**src/rtl/nbit_mult_pkg.sv**
```systemverilog
// Shared types and helpers for the nbit_mult_add shift-add multiply-accumulate block.
package nbit_mult_pkg;

    typedef enum logic [1:0] {
        IDLE = 2'd0,
        CALC = 2'd1,
        DONE = 2'd2
    } state_e;

    function automatic int unsigned cnt_width(input int unsigned width);
        return $clog2(width + 1);
    endfunction

endpackage

```
**src/rtl/nbit_mult_add.sv**
```systemverilog
// Sequential unsigned multiply-accumulate: product = multiplicand * multiplier + addend.
// Define NBIT_MULT_EARLY_EXIT_EN to leave CALC once the remaining multiplier bits are zero.
module nbit_mult_add
    import nbit_mult_pkg::*;
#(
    parameter int unsigned WIDTH = 8
) (
    input  logic                 clk,
    input  logic                 rstn,
    input  logic                 start,
    input  logic [WIDTH-1:0]     multiplicand,
    input  logic [WIDTH-1:0]     multiplier,
    input  logic [WIDTH-1:0]     addend,
    output logic [2*WIDTH-1:0]   product,
    output logic                 busy,
    output logic                 done
);

    localparam int unsigned CNT_W = cnt_width(WIDTH);

    state_e               r_state;
    logic [2*WIDTH-1:0]   r_acc;
    logic [2*WIDTH-1:0]   r_mcand;
    logic [WIDTH-1:0]     r_mplier;
    logic [CNT_W-1:0]     r_cnt;
    logic                 r_busy;
    logic                 r_done;

    logic [2*WIDTH-1:0]   w_acc_next;
    logic                 w_last;

    always_comb begin
        w_acc_next = r_mplier[0] ? (r_acc + r_mcand) : r_acc;
    end

    // w_last flags that the step taken on this edge is the final one.
    always_comb begin
`ifdef NBIT_MULT_EARLY_EXIT_EN
        w_last = ((r_mplier >> 1) == '0) || (r_cnt == CNT_W'(WIDTH - 1));
`else
        w_last = (r_cnt == CNT_W'(WIDTH - 1));
`endif
    end

    always_ff @(posedge clk or negedge rstn) begin
        if (!rstn) begin
            r_state  <= IDLE;
            r_acc    <= '0;
            r_mcand  <= '0;
            r_mplier <= '0;
            r_cnt    <= '0;
            r_busy   <= 1'b0;
            r_done   <= 1'b0;
        end else begin
            unique case (r_state)
                IDLE: begin
                    r_done <= 1'b0;
                    if (start) begin
                        // Addend seeds the accumulator so no final add step is needed.
                        r_acc    <= {{WIDTH{1'b0}}, addend};
                        r_mcand  <= {{WIDTH{1'b0}}, multiplicand};
                        r_mplier <= multiplier;
                        r_cnt    <= '0;
                        r_busy   <= 1'b1;
                        r_state  <= CALC;
                    end
                end
                CALC: begin
                    r_acc    <= w_acc_next;
                    r_mcand  <= r_mcand << 1;
                    r_mplier <= r_mplier >> 1;
                    r_cnt    <= r_cnt + 1'b1;
                    if (w_last) begin
                        r_done  <= 1'b1;
                        r_state <= DONE;
                    end
                end
                DONE: begin
                    r_done  <= 1'b0;
                    r_busy  <= 1'b0;
                    r_state <= IDLE;
                end
                default: begin
                    r_done  <= 1'b0;
                    r_busy  <= 1'b0;
                    r_state <= IDLE;
                end
            endcase
        end
    end

    assign product = r_acc;
    assign busy    = r_busy;
    assign done    = r_done;

endmodule

```
**config.mk**
```make
export PLATFORM = sky130hd
export DESIGN_NAME = nbit_mult_add
export DESIGN_NICKNAME = d
export VERILOG_FILES = /design/src/rtl/nbit_mult_pkg.sv /design/src/rtl/nbit_mult_add.sv
export SDC_FILE = /design/constraint.sdc
export NUM_CORES = 1
export LEC_CHECK = 0
export CAP_MARGIN = 25
export CORE_UTILIZATION = 53
export CTS_CLUSTER_SIZE = 24
export DETAILED_ROUTE_END_ITERATION = 7
export PLACE_DENSITY = 0.76
export SYNTH_ARGS = -nofsm -noshare
export SYNTH_HDL_FRONTEND = slang
export SYNTH_SLANG_ARGS = --single-unit
```
**constraint.sdc**
```tcl
create_clock -name clk -period 3.1 [get_ports clk]
set_input_delay 0.62 -clock clk [delete_from_list [all_inputs] [get_ports clk]]
set_output_delay 0.62 -clock clk [all_outputs]
set_load 0.03 [all_outputs]
```
**After elaboration in Yosys (flattened, before gate mapping)**

Cells that the tools add are included.

- Output and inout bits: 18
- Logic and storage cells: 37
- Register bits after elaboration: 48
- Bits in writable memories: 0
- Bits in read-only memories: 0
- Input bits: 27
- Latch bits: 0
- Memories kept: 0

- Equality and inequality tests: 5
- Divide/modulo/power cells: 0
- Multiplexer cells: 16
- Bitwise gates (word level): 1
- $mul: 0
- Add/subtract/negate cells: 2
- Shift-type cells: 0
- Reductions and logical operators: 6
- Order comparisons: 0

Operator list:

| operator | number |
|---|---|
| $pmux W16 S2 | 2 |
| $mux W16 | 3 |
| $add A16 B16 Y16 | 1 |
| $pmux W8 S2 | 1 |
| $mux W8 | 1 |
| $pmux W4 S2 | 1 |
| $ne A2 B2 Y1 const B | 3 |
| $reduce_and A2 Y1 | 3 |
| $add A4 B1 Y4 const B | 1 |
| $eq A4 B3 Y1 const B | 1 |
| $mux W2 | 2 |
| $mux W4 | 1 |
| $pmux W2 S2 | 1 |
| $mux W1 | 3 |
| $reduce_and A3 Y1 | 1 |
| $eq A2 B1 Y1 const B | 1 |
| $logic_not A2 Y1 | 1 |
| $pmux W1 S2 | 1 |
| $reduce_bool A2 Y1 | 1 |
| $not A1 Y1 | 1 |

**Depth between registers and ports, before layout**

- Depth in word-level cells: 3
- Gate-level depth with buffers: 9
- Mapped depth without buffers: 9

**Least setup slack after synthesis**

Ideal clock, no wire load.

- Kind: register to register
- From: register r_acc[0], in the netlist product[0]
- To: register r_acc[14], in the netlist product[14]
- Setup time: 0.128 ns
- Required time: 2.972 ns
- Buffers on the path: 0
- Path slack: 0.783 ns
- Clock period less this slack: 2.317 ns
- Cell stages (with the launch flop): 10
- Data arrival time: 2.189 ns
- Cells stage by stage: dfrtp_1 > ha_1 > fa_1 > a21oi_1 > o21ai_1 > a21oi_1 > o2111ai_1 > a41oi_1 > xor2_1 > o21ai_1

- Word-level cells in the longest chain between the ends: 3

RTL lines:

| what | RTL line | RTL |
|---|---|---|
| start: declaration | nbit_mult_add.sv:22 | `logic [2*WIDTH-1:0] r_acc;` |
| start signal: assignment | nbit_mult_add.sv:60 | `r_acc <= {{WIDTH{1'b0}}, addend};` |
| start signal: assignment | nbit_mult_add.sv:69 | `r_acc <= w_acc_next;` |
| $add A16 B16 Y16 | nbit_mult_add.sv:33 | `w_acc_next = r_mplier[0] ? (r_acc + r_mcand) : r_acc;` |
| $mux W16 | nbit_mult_add.sv:33 |  |
| $pmux W16 S2 | nbit_mult_add.sv:55 | `unique case (r_state)` |

No other way between the ends. The select of a mux whose other input is x is not followed.
A chain may end at the register's enable or synchronous reset.

**Worst setup path in the final report**

Same ends and word-level chain as after synthesis.

==> metrics.yaml <==
fp.dieW_um: 74.1
synth_seq_cells: 48
cp_max_fo: 3
viasPerCell: 5.63
slew_violations: 0
p_seq_share_pct: 34.6
cts_inserted_buffers: 5
hpwl_um: 4320
start_util_pct: 56.8
layout-drive-gt1-share_pct: 8.28
endpoint_kind: "flip-flop"
wire_per_inst_um: 15.7
p_leak_nw: 1.49
cts_setup_buffers: 0
gp_congestion: 0.795
path_buf_inv: 0
ys.flop_type: "dfrtp_1"
worst_path_largest_cell_delay_ns: 0.42
synth.yosys.seq_area_share_pct: 43.6
tns_ns: 0
yosys-top-cells-area: "dfrtp_1, ha_1, o21ai_0"
worstSetupStartpoint: "product[0]"
grt_pass1_vias: 2179
switching_share_pct: 43.7
synth_area_per_cell_um2: 9.73
synth_edf_count: 0
clk_pin_slew_ns: 0.09
grt_pass1_wl_um: 10200
antenna_left: 0
setup_viol: 0
outcome: "finished clean"
clockPowerShare_pct: 13.9
fin_crit_ns: 2.48
totalWireLength_um: 6170
fin_skew_ns: 0.00719
hold_viol: 0
fin_crit_sh_pct: 80.0
arrival_ns: 2.66
antenna_cells: 0
synthCells: 283
dieHeight_um: 74.1
grt_usage_pct: 24.5
synth_common_cells: "dfrtp_1, o21ai_0, a21oi_1"
route.detailed.drc: 0
fin_nets: 369
hp-class: "in2async"
slew_headroom_pct: 49.0
worst-path-stages: 9
clock_path_buffers: 2
path_cells: "ha_1 > fa_1 > a21oi_1 > o21ai_1 > a21oi_1 > o2111ai_1 > a41oi_1 > xor2_1 > o21ai_1"
dieArea_mm2: 0.00549
fillers: 392
ctsResizeCount: 0
postLayoutCellArea_mm2: 0.00337
pin_count: 45
power.density_mw_per_mm2: 962
cts_hold_buffers: 0
vdd_drop_max_v: 0.000561
fp-row-count: 25
cts_tree: "built"
h-tree-depth: 2
grt-ovfl-total: 0
r2r-start: "product[0]"
drv_cap: 0
crit_required_ns: 3.28
synth_top_area_share_pct: 43.6
coreArea_mm2: 0.00485
fmax_mhz: 403
yosys_warnings: 0
critPathKind: "reg2reg"
synth_nets: 327
grt_max_degree: 28
synth.most_common_cell: "dfrtp_1"
area_delta_synth_final_pct: 22.3
synth_area_mm2: 0.00275
internal_power_mw: 1.82
combPwrFrac_pct: 51.4
final_util_pct: 69.5
vias: 2213
io_buffers: 44
synthArstFlopShare_pct: 100
synth_top_cell_by_area: "dfrtp_1"
cpMaxStageDelayCell: "dfrtp_1"
cts.sinks: 48
rr_worst_depth: 9
antenna_found_initial: 0
dr.pass1.iters: 4
ys_types: 42
switchingPower_mw: 1.42
placed_cell_area_mm2: 0.00326
startpoint_type: "flip-flop"
worst_slew_pin_slew_ns: 0.764
cts-root-buf: "clkbuf_8"
rsz0062_at_grt: "no"
drt-initial-drc-count: 135
insertion_delay_ns: 0.31
critPathTopFamily: "compound AO/OA/AOI/OAI gates"
## placed cells by master (no fill, tap or decap), drive strengths merged, types with 2 or more instances in the layout
cell           instances
o21ai                 39
a22o                  10
nand2b                 3
a22oi                 14
ha                    16
mux2i                  3
inv                    3
a21o                   5
nand2                 26
buf                    6
xnor2                  5
clkbuf                 6
a21oi                 37
dfrtp                 48
clkdlybuf4s50         43
o21a                   2
nand3                  4
nand4                  2
xor2                   8
nor2b                 18
nor3                   2
nor2                  10
## kinds of logic after synthesis
family	count (synthesis)	synth area share (%)
AND/OR/NAND/NOR	68	12.2
buffers and inverters	17	2.77
multiplexers	3	1.09
flip-flops	48	43.6
XOR/XNOR	13	4.13
AO/OA/AOI/OAI	117	28.2
adder cells (fa/ha/maj)	17	8.00
## sequential cells by signal (all words and copies together) (netlist names)
signal and cells:
busy 1, done 1, product 16, r_cnt 4
r_mcand 16, r_mplier 8, r_state 2
## worst reg2reg max path: cells and delay by family (launching register included)
kind	cells	cell delay (ns)
fa+ha+maj	2	0.66
compound gates	6	1.09
xor+xnor	1	0.18
flops	1	0.42
## metrics by stage
step | hold slack, ns | power, mW | cells | setup slack (ns)
global route | 0.319 | 3.49 | 393 | 0.430
detailed placement | 0.492 | 2.79 | 385 | 0.676
floorplan | 0.324 | 2.31 | 283 | 0.783
global placement | 0.473 | 2.74 | 384 | 0.666
CTS | 0.286 | 3.26 | 393 | 0.629
finish | 0.282 | 3.24 | 393 | 0.621
## power by group through the flow
stage / Combinational (mW) / Sequential (mW) / Clock (mW)
6_report: 1.67 / 1.12 / 0.451
5_1_grt: 1.85 / 1.16 / 0.486
4_1_cts: 1.67 / 1.12 / 0.466
3_5_place_dp: 1.66 / 1.13 / 0
3_3_place_gp: 1.61 / 1.12 / 0
2_1_floorplan: 1.11 / 1.20 / 0
## layer usage
| metal | up-vias | GRT usage, % | part of all wire, % |
|---|---|---|---|
| li1 | 1111 | - | - |
| met1 | 1042 | 33.7 | 48 |
| met2 | 52 | 39.6 | 46 |
| met3 | 8 | 4.20 | 4.2 |
| met4 | 0 | 7.69 | 1.2 |
| met5 | - | 0 | 0 |
## cell type report
cell class / instances / area, µm² / area share [%]
clock inverter: 2 / 35.0 / 1.04
clock buffer: 6 / 72.6 / 2.15
sequential: 48 / 1200 / 35.7
multi-input combinational: 218 / 1480 / 43.9
inverter: 3 / 11.3 / 0.334
timing repair buffer: 49 / 485 / 14.4
tap: 67 / 83.8 / 2.49
## path summary, 6_finish.rpt
path	slack [ns]	to
hold reg to reg	0.52	r_state[1]
max in group asynchronous	2.29	product[2]
setup reg to reg	0.62	product[14]
hold / removal	0.28	r_mcand[10]
min in group clk	0.52	r_state[1]
setup / recovery	0.62	product[14]
Power figures use the tool's default switching activity.
